## src/rtl/mbist_march_ctrl.sv

```systemverilog
// March C- memory BIST controller.
// Sequences the six March C- elements over addresses 0..CAPACITY, issues one
// memory operation per cycle, and checks read data through a two-stage
// compare pipeline that matches the memory's two-cycle read latency.
module mbist_march_ctrl #(
   parameter int DATA_WIDTH = 8,
   parameter int ADDR_WIDTH = 9,
   parameter int CAPACITY   = 511
) (
   input  logic                  clk,
   input  logic                  rst,
   input  logic                  start,
   output logic                  write_read,
   output logic [ADDR_WIDTH-1:0] address,
   output logic [DATA_WIDTH-1:0] wdata,
   input  logic [DATA_WIDTH-1:0] rdata,
   output logic                  busy,
   output logic                  done,
   output logic                  fail,
   output logic [ADDR_WIDTH-1:0] fail_addr,
   output logic [DATA_WIDTH-1:0] fail_data,
   output logic [15:0]           err_cnt
);

   typedef enum logic [2:0] {
      ST_IDLE,
      ST_SETUP,
      ST_RUN,
      ST_DRAIN,
      ST_DONE
   } state_t;

   localparam logic [ADDR_WIDTH-1:0] LP_CAP       = ADDR_WIDTH'(CAPACITY);
   localparam logic [2:0]            LP_LAST_ELEM = 3'd5;

   // Element index 0..5 selects E0..E5 of March C-.
   // E3 and E4 walk addresses downward.
   function automatic logic f_down(input logic [2:0] e);
      return (e == 3'd3) || (e == 3'd4);
   endfunction

   // E1..E4 are (read, write) pairs; E0 is write-only, E5 read-only.
   function automatic logic f_rw(input logic [2:0] e);
      return (e >= 3'd1) && (e <= 3'd4);
   endfunction

   // Write pattern bit per element: E1 and E3 write ones, the rest zeros.
   function automatic logic f_wbit(input logic [2:0] e);
      return (e == 3'd1) || (e == 3'd3);
   endfunction

   // Expected read pattern bit: E2 and E4 read ones, the rest zeros.
   function automatic logic f_rbit(input logic [2:0] e);
      return (e == 3'd2) || (e == 3'd4);
   endfunction

   state_t                r_state;
   logic [2:0]            r_elem;
   logic                  r_phase;
   logic                  r_drain;
   logic                  r_write_read;
   logic [ADDR_WIDTH-1:0] r_address;
   logic [DATA_WIDTH-1:0] r_wdata;
   logic                  r_busy;
   logic                  r_done;

   logic                  r_p1_vld;
   logic [ADDR_WIDTH-1:0] r_p1_addr;
   logic [DATA_WIDTH-1:0] r_p1_exp;
   logic                  r_p2_vld;
   logic [ADDR_WIDTH-1:0] r_p2_addr;
   logic [DATA_WIDTH-1:0] r_p2_exp;

   logic                  r_fail;
   logic [ADDR_WIDTH-1:0] r_fail_addr;
   logic [DATA_WIDTH-1:0] r_fail_data;
   logic [15:0]           r_err_cnt;

   logic                  w_start_go;
   logic                  w_down;
   logic [ADDR_WIDTH-1:0] w_last_addr;
   logic [ADDR_WIDTH-1:0] w_next_addr;
   logic [2:0]            w_next_elem;
   logic                  w_mis;

   assign w_start_go  = start && ((r_state == ST_IDLE) || (r_state == ST_DONE));
   assign w_down      = f_down(r_elem);
   assign w_last_addr = w_down ? '0 : LP_CAP;
   assign w_next_addr = w_down ? (r_address - ADDR_WIDTH'(1))
                               : (r_address + ADDR_WIDTH'(1));
   assign w_next_elem = r_elem + 3'd1;
   assign w_mis       = r_p2_vld && (rdata != r_p2_exp);

   // Control FSM: element sequencing, address walk and registered memory command.
   always_ff @(posedge clk or posedge rst) begin
      if (rst) begin
         r_state      <= ST_IDLE;
         r_elem       <= '0;
         r_phase      <= 1'b0;
         r_drain      <= 1'b0;
         r_write_read <= 1'b0;
         r_address    <= '0;
         r_wdata      <= '0;
         r_busy       <= 1'b0;
         r_done       <= 1'b0;
      end else begin
         unique case (r_state)
            ST_IDLE, ST_DONE: begin
               r_write_read <= 1'b0;
               r_address    <= '0;
               // E0 writes zeros, so the idle value of wdata is already its pattern.
               r_wdata      <= '0;
               if (start) begin
                  r_state <= ST_SETUP;
                  r_busy  <= 1'b1;
                  r_done  <= 1'b0;
                  r_elem  <= '0;
               end
            end
            ST_SETUP: begin
               r_state      <= ST_RUN;
               r_phase      <= 1'b0;
               r_address    <= w_down ? LP_CAP : '0;
               r_write_read <= (r_elem == 3'd0);
            end
            ST_RUN: begin
               if (f_rw(r_elem) && !r_phase) begin
                  // Read just issued; the write to the same address follows.
                  r_phase      <= 1'b1;
                  r_write_read <= 1'b1;
               end else begin
                  r_phase <= 1'b0;
                  if (r_address == w_last_addr) begin
                     r_write_read <= 1'b0;
                     r_address    <= '0;
                     if (r_elem == LP_LAST_ELEM) begin
                        r_state <= ST_DRAIN;
                        r_drain <= 1'b0;
                        r_wdata <= '0;
                     end else begin
                        r_state <= ST_SETUP;
                        r_elem  <= w_next_elem;
                        r_wdata <= {DATA_WIDTH{f_wbit(w_next_elem)}};
                     end
                  end else begin
                     r_address    <= w_next_addr;
                     r_write_read <= (r_elem == 3'd0);
                  end
               end
            end
            ST_DRAIN: begin
               r_write_read <= 1'b0;
               r_address    <= '0;
               r_wdata      <= '0;
               if (r_drain) begin
                  r_state <= ST_DONE;
                  r_busy  <= 1'b0;
                  r_done  <= 1'b1;
               end else begin
                  r_drain <= 1'b1;
               end
            end
            default: begin
               r_state <= ST_IDLE;
            end
         endcase
      end
   end

   // Compare pipeline: tag each read with its address and expected word, two stages deep.
   always_ff @(posedge clk or posedge rst) begin
      if (rst) begin
         r_p1_vld  <= 1'b0;
         r_p1_addr <= '0;
         r_p1_exp  <= '0;
         r_p2_vld  <= 1'b0;
         r_p2_addr <= '0;
         r_p2_exp  <= '0;
      end else begin
         r_p1_vld  <= (r_state == ST_RUN) && !r_write_read;
         r_p1_addr <= r_address;
         r_p1_exp  <= {DATA_WIDTH{f_rbit(r_elem)}};
         r_p2_vld  <= r_p1_vld;
         r_p2_addr <= r_p1_addr;
         r_p2_exp  <= r_p1_exp;
      end
   end

   // Result tracking: sticky fail flag, first-failure capture, saturating error count.
   always_ff @(posedge clk or posedge rst) begin
      if (rst) begin
         r_fail      <= 1'b0;
         r_fail_addr <= '0;
         r_fail_data <= '0;
         r_err_cnt   <= '0;
      end else if (w_start_go) begin
         r_fail      <= 1'b0;
         r_fail_addr <= '0;
         r_fail_data <= '0;
         r_err_cnt   <= '0;
      end else if (w_mis) begin
         r_fail <= 1'b1;
         if (!r_fail) begin
            r_fail_addr <= r_p2_addr;
            r_fail_data <= rdata;
         end
         if (r_err_cnt != '1) begin
            r_err_cnt <= r_err_cnt + 16'd1;
         end
      end
   end

   assign write_read = r_write_read;
   assign address    = r_address;
   assign wdata      = r_wdata;
   assign busy       = r_busy;
   assign done       = r_done;
   assign fail       = r_fail;
   assign fail_addr  = r_fail_addr;
   assign fail_data  = r_fail_data;
   assign err_cnt    = r_err_cnt;

endmodule

```

## config.mk

```make
export PLATFORM = sky130hd
export DESIGN_NAME = mbist_march_ctrl
export DESIGN_NICKNAME = d
export VERILOG_FILES = /design/src/rtl/mbist_march_ctrl.sv
export SDC_FILE = /design/constraint.sdc
export NUM_CORES = 1
export LEC_CHECK = 0
export BUFFER_PORTS_ARGS = -buffer_cell sky130_fd_sc_hd__clkbuf_2
export CAP_MARGIN = 20
export CORE_ASPECT_RATIO = 1.75
export CORE_MARGIN = 2
export CORE_UTILIZATION = 35
export DETAILED_ROUTE_END_ITERATION = 10
export GPL_TIMING_DRIVEN = 0
export PLACE_DENSITY = 0.52
export SETUP_SLACK_MARGIN = 0.02
export SKIP_LAST_GASP = 1
export SYNTH_ARGS = -nofsm -noshare
export SYNTH_HDL_FRONTEND = slang
export SYNTH_SLANG_ARGS = --single-unit
```

## constraint.sdc

```tcl
create_clock -name clk -period 5.3 [get_ports clk]
set_input_delay 1.06 -clock clk [delete_from_list [all_inputs] [get_ports clk]]
set_output_delay 1.06 -clock clk [all_outputs]
set_load 0.01 [all_outputs]
```

==> summary.md, run 1 <==
| Metric | Value |
|---|---|
| Worst-margin pin slew | `0.934 ns` |
| Met3 routed wirelength | `288 um` |
| Violation count after the first detailed-routing iteration | `102` |
| Prevailing post-synth register cell | `sky130_fd_sc_hd__dfrtp_1` |
| Total wire length | `9370 um` |
| Total DRC errors in the routed layout | `0` |
| Total grt overflow | `0` |
| Post-Synthesis Cells | `379` |
| Critical path data required time | `5.47 ns` |
| Cell Count Post-Placement | `576` |
| Net count, final | `486` |
| First-pass GRT wire length | `15,500 um` |
| Clock sink count | `77` |
| Hold/Removal Path Class | `register to register` |
| Clock tree root driver cell | `sky130_fd_sc_hd__clkbuf_16` |
| Max-cap violations | `0` |
| Power density normalized to cell area | `471 mW/mm^2` |
| Initial core utilization | `35.7%` |
| Non-filler cells, final | `592` |
| Average cell area after synthesis | `10.5 um^2` |
| Hold WS | `0.345 ns` |
| Arrival time worst endpoint | `3.80 ns` |
| Total power after layout | `0.00225 W` |
| # diodes | `0` |
| Final max-slew violation count | `0` |
| Slew Limit Headroom | `37.3%` |
| Share of synthesized area occupied by flip-flops and latches | `48.6%` |
| Via count of the first global-routing pass | `3,032` |
| Post-DP HPWL | `6940 um` |
| Die X | `84.4 um` |
| Maximum clock insertion buffer count | `2` |
| Routed wire per std cell | `15.8 um` |
| WS Path Type | `register to register` |
| Worst setup EP type | `register` |
| Final critical path time including I/O delays and setup | `3.63 ns` |
| Setup crit start kind | `register` |
| Combined global-route utilization of all metal layers | `16.1%` |
| Syn Std Cell Area | `0.00396 mm^2` |
| IR drop worst, VDD | `265 uV` |
| Vias after detailed routing | `3,128` |
| Number of routed nets with antenna violations | `0` |
| Highest routed metal layer | `met4` |
| Number of optimization iterations in the first detailed-route pass | `4` |
| Flip-flop and latch count after synthesis | `77` |
| Count of different cell masters after synthesis | `60` |
| Synthesis-to-layout area growth | `20.7%` |
| Post-synthesis net count | `410` |
| Final hold violation count | `0` |
| Clock transition at path regs | `0.06 ns` |
| Final setup violation count | `0` |
| Initial antenna violation count | `0` |
| Wire length on met2 | `5190 um` |
| Pin count of the biggest net entering global routing | `69` |
| Fill cells | `1,121` |
| Clock tree from TritonCTS | `done` |
| DIE AREA | `0.0122 mm^2` |
| Core region area | `0.0111 mm^2` |
| Wire length on met1 | `3730 um` |
| Unrepaired setup endpoints after global routing | `false` |
| Async set or reset register ratio after synthesis | `100%` |
| Row Count | `51` |
| CP max FO | `16` |
| Height of the die | `145 um` |
| LEAKAGE | `2.33 nW` |
| Max Clk Rate | `275 MHz` |
| Most common cell after layout, fill and taps aside | `sky130_fd_sc_hd__dfrtp_1` |
| Deepest level of the CTS H-tree | `3` |
| Post CTS Setup Buffer Count | `0` |
| Average via count per standard cell | `5.28` |
| I/O pin count | `65` |
| Gates resized, CTS repair | `0` |
| Weighted congestion at the end of routability-driven global placement | `0.839` |
| Commonest non-fill, non-tap cells in the layout | `sky130_fd_sc_hd__dfrtp_1, sky130_fd_sc_hd__clkbuf_2, sky130_fd_sc_hd__nor2_1` |
| Worst clock skew | `0.00632 ns` |
| Share of cells above drive strength 1 | `25.7%` |
| Clock latency on the worst-skew pair | `0.33 ns` |
| Hold buffer count at cts | `0` |
| Setup Total Neg Slack | `0 ns` |
| Number of buffers inserted during clock tree synthesis | `9` |
| EDFF count, synth | `0` |
| Synth warn | `0` |
| Number of buffer cells added on primary ports | `64` |
| Result of the run | `finished clean` |
| Period utilization | `68.5%` |
## worst paths after layout
check / slack (ns) / startpoint / endpoint / depth (start not counted)
hold reg to reg: 0.35 / r_p1_addr[0] / r_p2_addr[0] / 0
setup / recovery: 1.67 / r_elem[0] / address[8] / 10
max in group asynchronous: 4.13 / rst / err_cnt[14] / 3
min in group asynchronous: 0.61 / rst / r_p1_addr[3] / 2
setup reg to reg: 1.67 / r_elem[0] / address[8] / 10
hold / removal: 0.35 / r_p1_addr[0] / r_p2_addr[0] / 0
## metal layers
metal | global-route usage, % | vias up
li1 | - | 1525
met3 | 3.01 | 11
met1 | 18.2 | 1538
met2 | 29.7 | 54
met4 | 6.60 | 0
met5 | 0 | -
## Yosys cell counts (all sizes together), types with 2 or more instances
library cell | instances | area share [%]
nand2b | 4 | 0.63
o41ai | 2 | 0.92
nor3 | 8 | 1.0
nor2b | 3 | 0.47
and3 | 4 | 0.63
buf | 14 | 3.3
a211oi | 2 | 0.38
a21o | 4 | 0.76
o21a | 4 | 0.76
nand2 | 28 | 2.7
dfrtp | 77 | 49
a211o | 4 | 0.88
nand4 | 10 | 1.6
nor2 | 37 | 3.5
a31oi | 2 | 0.32
inv | 13 | 1.2
o22ai | 3 | 0.47
or4 | 10 | 2.0
o21bai | 3 | 0.57
ha | 19 | 6.0
o21ai | 20 | 2.9
nand3 | 11 | 1.4
mux2i | 22 | 5.6
clkbuf | 7 | 0.66
and4 | 2 | 0.44
nand3b | 3 | 0.57
or3 | 6 | 1.1
o31ai | 6 | 1.4
o211ai | 5 | 0.95
a21oi | 28 | 4.2
## flip-flops by register name, summed over array words and instances, names as in the netlist
name        flops
write_read      1
r_phase         1
fail_data       8
r_state         3
r_p2_exp        1
r_p1_addr       9
r_elem          3
r_p2_addr       9
wdata           1
r_drain         1
done            1
r_p1_vld        1
fail            1
err_cnt        16
fail_addr       9
busy            1
r_p1_exp        1
r_p2_vld        1
address         9
## layout make-up
type	count	area, um^2	area share [%]
Sequential cell	77	1930	40.3
Multi-Input combinational cell	268	1830	38.3
Timing Repair Buffer	65	348	7.27
Clock buffer	9	225	4.71
Tap cell	132	165	3.45
Buffer	21	155	3.24
Clock inverter	7	80.1	1.67
Inverter	13	51.3	1.07
## through the flow
step | worst slack [ns] | cell area, um^2 | util [%]
finish | 1.67 | 4780 | 43.1
global route | 1.30 | 4780 | 43.1
CTS | 1.70 | 4780 | 43.1
detailed placement | 1.70 | 4480 | 40.3
global placement | 1.29 | 4450 | 40.1
floorplan | 2.27 | 3960 | -
## critical path, stage by stage, from the launching register on
cell                       delay [ns]
sky130_fd_sc_hd__dfrtp_1         0.42
sky130_fd_sc_hd__inv_1           0.12
sky130_fd_sc_hd__ha_1            0.28
sky130_fd_sc_hd__mux2i_1         0.41
sky130_fd_sc_hd__inv_1           0.41
sky130_fd_sc_hd__fa_1            0.55
sky130_fd_sc_hd__a211oi_1        0.44
sky130_fd_sc_hd__o21ai_0         0.34
sky130_fd_sc_hd__a21o_1          0.26
sky130_fd_sc_hd__a41oi_1         0.19
sky130_fd_sc_hd__a21oi_1         0.06
## report_power, final
| part | switching (W) | total (W) | internal [W] |
|---|---|---|---|
| Clock | 0.000252 | 0.000622 | 0.000370 |
| Combinational | 0.000489 | 0.000789 | 0.000300 |
| Sequential | 0.000108 | 0.000841 | 0.000733 |
| Total | 0.000848 | 0.00225 | 0.00140 |
## logic make-up (layout without fill, tap and decap cells)
| family | after synthesis | after routing | share of synthesized area, % |
|---|---|---|---|
| buffers and inverters | 34 | 115 | 5.15 |
| flip-flops | 77 | 77 | 48.6 |
| adder cells (fa/ha/maj) | 20 | 20 | 6.50 |
| multiplexers | 23 | 23 | 5.84 |
| AO/OA/AOI/OAI | 92 | 92 | 16.5 |
| AND/OR/NAND/NOR | 131 | 131 | 17.0 |
| XOR/XNOR | 2 | 2 | 0.442 |
Note: power is estimated with default switching activity, not from simulation.
==> inputs of run 2 (changes only) <==
clock period = 3.7 ns   (was 5.3 ns; I/O delays follow)
==> run 2 against run 1 <==
Non-clock buffer count did not move. Worst hold slack got worse by 0.056 ns. Total power up 43%. Sequential power rose by 43%. Setup slack got worse by 1.3 ns. Combinational power grew 43%. Flip-flop and latch count did not move. Die area stayed put. Highest routed layer unchanged.
==> summary.md, run 2 (synthesis results as in run 1) <==
| Metric | Value |
|---|---|
| Synthesis-to-layout area growth | `20.8%` |
| Largest incremental delay on the critical path | `0.48 ns` |
| Setup Total Neg Slack | `0 ns` |
| Most common cell after layout, fill and taps aside | `sky130_fd_sc_hd__dfrtp_1` |
| Weighted congestion at the end of routability-driven global placement | `0.839` |
| Top delay family on crit path | `compound AO/OA/AOI/OAI gates` |
| Clock transition at path regs | `0.06 ns` |
| Internal | `0.00201 W` |
| Total wire length | `9400 um` |
| Met2 demand-to-capacity share in global routing | `29.7%` |
| Number of buffers inserted during clock tree synthesis | `9` |
| Setup crit start kind | `register` |
| Clock latency on the worst-skew pair | `0.33 ns` |
| Worst setup EP type | `register` |
| Combined global-route utilization of all metal layers | `16.1%` |
| Die X | `84.4 um` |
| Fill cells | `1,121` |
| Initial core utilization | `35.7%` |
| Final max-slew violation count | `0` |
| Deepest level of the CTS H-tree | `3` |
| WS Path Type | `register to register` |
| Maximum clock insertion buffer count | `2` |
| # diodes | `0` |
| Power density normalized to cell area | `674 mW/mm^2` |
| IR drop worst, VDD | `379 uV` |
| Register-to-register path setup slack | `0.36 ns` |
| Max Clk Rate | `299 MHz` |
| Final setup violation count | `0` |
| Post-DP HPWL | `6940 um` |
| Final critical path time including I/O delays and setup | `3.34 ns` |
| Share of cells above drive strength 1 | `26.1%` |
| Routed wire per std cell | `15.9 um` |
| Non-filler cells, final | `592` |
| Initial antenna violation count | `0` |
| Global-route met3 utilization | `3.01%` |
| Unrepaired setup endpoints after global routing | `false` |
| Hold/Removal Path Class | `primary input to async pin` |
| Fraction of power spent switching nets | `37.7%` |
| Worst clock skew | `0.00597 ns` |
| Clock sink count | `77` |
| Hold buffer count at cts | `0` |
| Proportion of power drawn by combinational gates | `35.1%` |
| Total grt overflow | `0` |
| CP Buf/Inv Count | `2` |
| Max-cap violations | `0` |
| Relative contribution of sequential cells to total power | `37.3%` |
| Critical path data required time | `3.87 ns` |
| Number of routed nets with antenna violations | `0` |
| Row Count | `51` |
| Total DRC errors in the routed layout | `0` |
| Clock tree from TritonCTS | `done` |
| Core region area | `0.0111 mm^2` |
| Crit-path slowest cell | `sky130_fd_sc_hd__fa_1` |
| Average via count per standard cell | `5.29` |
| Number of buffer cells added on primary ports | `64` |
| First-pass GRT wire length | `15,500 um` |
| Slew Limit Headroom | `36.0%` |
| Pin count of the biggest net entering global routing | `69` |
| DIE AREA | `0.0122 mm^2` |
| Worst-margin pin slew | `0.952 ns` |
| Via count of the first global-routing pass | `3,032` |
| Arrival time worst endpoint | `3.51 ns` |
| Result of the run | `finished clean` |
| Cell Count Post-Placement | `576` |
| I/O pin count | `65` |
| Number of optimization iterations in the first detailed-route pass | `4` |
| Global-route layer with the greatest usage | `met2` |
| CP max FO | `16` |
| Met1 Use GR | `18.2%` |
| Sw Pwr | `0.00122 W` |
| Part of the power in the clock network | `27.6%` |
| Critical path cell sequence | `inv_1, ha_1, mux2i_2, inv_2, fa_1, a211oi_1, o21ai_0, a211o_1, nand3_1, a21oi_1` |
| Flip-flop count of the largest register, all copies and words added | `16` |
| Height of the die | `145 um` |
| Clock tree root driver cell | `sky130_fd_sc_hd__clkbuf_16` |
| Violation count after the first detailed-routing iteration | `124` |
| Period utilization | `90.3%` |
| Final hold violation count | `0` |
| LEAKAGE | `2.32 nW` |
| Commonest non-fill, non-tap cells in the layout | `sky130_fd_sc_hd__dfrtp_1, sky130_fd_sc_hd__clkbuf_2, sky130_fd_sc_hd__nor2_1` |
| Net count, final | `486` |
| Vias after detailed routing | `3,130` |
==> run 2: metal layers <==
layer,share of wire (%),vias to the layer above
met5,0,-
met4,1.7,0
met3,3.2,11
met2,55,63
met1,40,1533
li1,-,1523
==> run 2: what timing repair did <==
action / 4_1_cts / 5_1_grt
hold endpoints to repair: 0 / 0
resized for setup: 0 / 2
setup endpoints to repair: 0 / 12
setup buffers: 0 / 0
==> run 2: final cells by class <==
cell class / instances / area (um^2) / share of cell area, %
Buffer: 21 / 155 / 3.24
Clock buffer: 9 / 225 / 4.70
Clock inverter: 7 / 80.1 / 1.67
Inverter: 13 / 51.3 / 1.07
Multi-Input combinational cell: 268 / 1840 / 38.3
Sequential cell: 77 / 1930 / 40.3
Tap cell: 132 / 165 / 3.45
Timing Repair Buffer: 65 / 348 / 7.27
==> run 2: final timing paths <==
path                              start           end  cells after the start
max                           r_elem[0]    address[8]                     10
min                                 rst  r_p1_addr[3]                      2
max reg2reg                   r_elem[0]    address[8]                     10
min reg2reg                r_p1_addr[0]  r_p2_addr[0]                      0
max in group asynchronous           rst   err_cnt[14]                      3
min in group clk           r_p1_addr[0]  r_p2_addr[0]                      0
==> run 2: worst register-to-register path: cells and delay by family (launching register included) <==
kind | cells | cell delay [ns]
compound gates | 4 | 1.24
simple gates | 1 | 0.08
mux | 1 | 0.34
fa+ha+maj | 2 | 0.76
flops | 1 | 0.42
buf+inv | 2 | 0.36
==> run 2: metrics by stage <==
stage / area (um^2) / worst slack (ns) / power (W) / hold WS [ns] / util [%]
after floorplan: 3960 / 0.754 / 0.00197 / 0.331 / -
after global placement: 4450 / 0.00975 / 0.00235 / 0.333 / 40.1
after detailed placement: 4480 / 0.0953 / 0.00237 / 0.335 / 40.3
after CTS: 4780 / 0.0969 / 0.00328 / 0.281 / 43.1
after global routing: 4790 / 0.0451 / 0.00345 / 0.284 / 43.1
final: 4790 / 0.359 / 0.00323 / 0.289 / 43.1
==> run 2: power by group through the flow <==
stage	logic, W	clock network, W	registers, W
finish	0.00113	0.000891	0.00120
global route	0.00126	0.000956	0.00123
CTS	0.00116	0.000920	0.00121
detailed placement	0.00115	0	0.00122
global placement	0.00114	0	0.00121
floorplan	0.000733	0	0.00124
==> inputs of run 3 (changes only) <==
CORE_ASPECT_RATIO = 0.5   (was 1.75)
CORE_MARGIN = 4   (was 2)
clock period = 3.5 ns   (was 3.7 ns; I/O delays follow)
==> run 3 against run 2 <==
Fmax increased by 6.3%. Clock skew up 0.0029 ns. Critical path depth stayed put. Setup slack lost 0.0031 ns. First-iteration DRC count grew 13%. Via count down 4.4%. Critical path type unchanged. Highest routed layer unchanged.
==> summary.md, run 3 (synthesis results as in run 1) <==
| Metric | Value |
|---|---|
| Hold/Removal Path Class | `primary input to async pin` |
| Critical path cell sequence | `inv_1, ha_1, mux2i_2, inv_2, ha_1, a211oi_1, o21ai_0, a2111o_1, o2111ai_1, a21oi_1` |
| Share of cells above drive strength 1 | `26.2%` |
| Cell Count Post-Placement | `589` |
| Number of routed nets with antenna violations | `0` |
| Top delay family on crit path | `compound AO/OA/AOI/OAI gates` |
| Total DRC errors in the routed layout | `0` |
| Number of cells on the critical path | `10` |
| Number of optimization iterations in the first detailed-route pass | `4` |
| Final setup violation count | `0` |
| Core region area | `0.0110 mm^2` |
| Weighted congestion at the end of routability-driven global placement | `0.788` |
| Via count of the first global-routing pass | `2,961` |
| Initial core utilization | `36.0%` |
| Clock latency on the worst-skew pair | `0.34 ns` |
| Vias after detailed routing | `2,992` |
| Sw Pwr | `0.00126 W` |
| WS Path Type | `register to register` |
| Average via count per standard cell | `4.96` |
| Total grt overflow | `0` |
| Register-to-register path setup slack | `0.36 ns` |
| Fill cells | `1,072` |
| Critical path's most frequent cell | `sky130_fd_sc_hd__ha_1` |
| Largest incremental delay on the critical path | `0.42 ns` |
| Worst-margin pin slew | `1.08 ns` |
| Part of the power in the clock network | `30.1%` |
| Row Count | `27` |
| DIE AREA | `0.0132 mm^2` |
| Area of combinational cells with multiple inputs | `0.00184 mm^2` |
| Height of the die | `83.2 um` |
| Clock transition at path regs | `0.06 ns` |
| Final critical path time including I/O delays and setup | `3.14 ns` |
| Worst setup EP type | `register` |
| Slew Limit Headroom | `27.5%` |
| Most common cell after layout, fill and taps aside | `sky130_fd_sc_hd__dfrtp_1` |
| Total wire length | `9050 um` |
| Result of the run | `finished clean` |
| Met2 demand-to-capacity share in global routing | `21.7%` |
| Global-route met3 utilization | `3.59%` |
| Synthesis-to-layout area growth | `22.1%` |
| FF-to-FF End | `address[7]` |
| LEAKAGE | `2.35 nW` |
| Unrepaired setup endpoints after global routing | `false` |
| Non-filler cells, final | `603` |
| Final max-slew violation count | `0` |
| Global-route layer with the greatest usage | `met2` |
| Routed wire per std cell | `15.0 um` |
| Reg2reg path depth | `10` |
| I/O pin count | `65` |
| Max-cap violations | `0` |
| Crit-path slowest cell | `sky130_fd_sc_hd__a211oi_1` |
| Setup crit start kind | `register` |
| Commonest non-fill, non-tap cells in the layout | `sky130_fd_sc_hd__dfrtp_1, sky130_fd_sc_hd__clkbuf_2, sky130_fd_sc_hd__nor2_1` |
| Relative contribution of sequential cells to total power | `36.2%` |
| Power density normalized to cell area | `728 mW/mm^2` |
| Violation count after the first detailed-routing iteration | `140` |
| Clock tree from TritonCTS | `done` |
| Critical path data required time | `3.68 ns` |
| Internal | `0.00226 W` |
| Final design utilization | `43.9%` |
| Flip-flop count of the largest register, all copies and words added | `16` |
| Number of buffer cells added on primary ports | `64` |
| Worst setup path startpoint | `r_elem[0]` |
| Final instance area | `0.00484 mm^2` |
| Pin count of the biggest net entering global routing | `65` |
| Fraction of power spent switching nets | `35.8%` |
| Worst clock skew | `0.00888 ns` |
| Number of buffers inserted during clock tree synthesis | `9` |
| Hold WS | `0.270 ns` |
| Deepest level of the CTS H-tree | `3` |
| Beginning of the worst register-to-register path | `r_elem[0]` |
| Worst setup path endpoint | `address[7]` |
| Die X | `158 um` |
| Final hold violation count | `0` |
| Cell area reported after detailed placement | `0.00449 mm^2` |
| Storage cell area | `0.00193 mm^2` |
| Post-DP HPWL | `6400 um` |
| Clock sink count | `77` |
| Clock tree root driver cell | `sky130_fd_sc_hd__clkbuf_16` |
| Combined global-route utilization of all metal layers | `14.3%` |
| Initial antenna violation count | `0` |
| Met1 Use GR | `20.2%` |
| # diodes | `0` |
| IR drop worst, VDD | `267 uV` |
| Max Clk Rate | `318 MHz` |
| CP Buf/Inv Count | `2` |
| Net count, final | `485` |
| First-pass GRT wire length | `15,300 um` |
| Maximum clock insertion buffer count | `2` |
| Arrival time worst endpoint | `3.33 ns` |
| Period utilization | `89.8%` |
| CP max FO | `16` |
| Proportion of power drawn by combinational gates | `33.7%` |
## run 3: repair_timing
| item | in CTS | in global routing |
|---|---|---|
| endpoints found under the setup margin | 1 | 8 |
| hold buffers | 0 | 0 |
| pin swaps | 0 | 0 |
| resized for setup | 1 | 2 |
| buffers inserted | 0 | 0 |
## run 3: final cells by class
class                   count  share of cell area, %
multi-input cells         268                   38.0
clock inverters             6                   2.33
repair buffers             65                   7.19
plain buffers              20                   3.13
inverters                  13                   1.06
well taps                 145                   3.75
clock buffers               9                   4.66
flip-flops and latches     77                   39.8
## run 3: metal layers
metal	wire [um]	up-vias
li1	-	1526
met1	4660	1417
met2	4060	44
met3	284	5
met4	48	0
met5	0	-
## run 3: power by group through the flow
stage | clock, W | sequential, W | combinational (W)
6_report | 0.00106 | 0.00127 | 0.00119
5_1_grt | 0.00113 | 0.00131 | 0.00132
4_1_cts | 0.00109 | 0.00128 | 0.00121
3_5_place_dp | 0 | 0.00129 | 0.00121
3_3_place_gp | 0 | 0.00129 | 0.00119
2_1_floorplan | 0 | 0.00131 | 0.000775
## run 3: worst min-delay path by stage
stage	to	cells past startpoint
floorplan	r_p2_addr[0]	0
global placement	r_p2_addr[1]	0
detailed placement	r_p2_addr[0]	0
CTS	err_cnt[5]	2
global route	err_cnt[5]	2
finish	err_cnt[5]	2
## run 3: per-stage QoR
step	power (W)	TNS [ns]	worst slack (ns)
after floorplan	0.00208	0	0.554
after global placement	0.00248	-17.69	-0.235
after detailed placement	0.00250	0	0.0204
after CTS	0.00358	0	0.133
after global routing	0.00376	0	0.133
final	0.00352	0	0.356
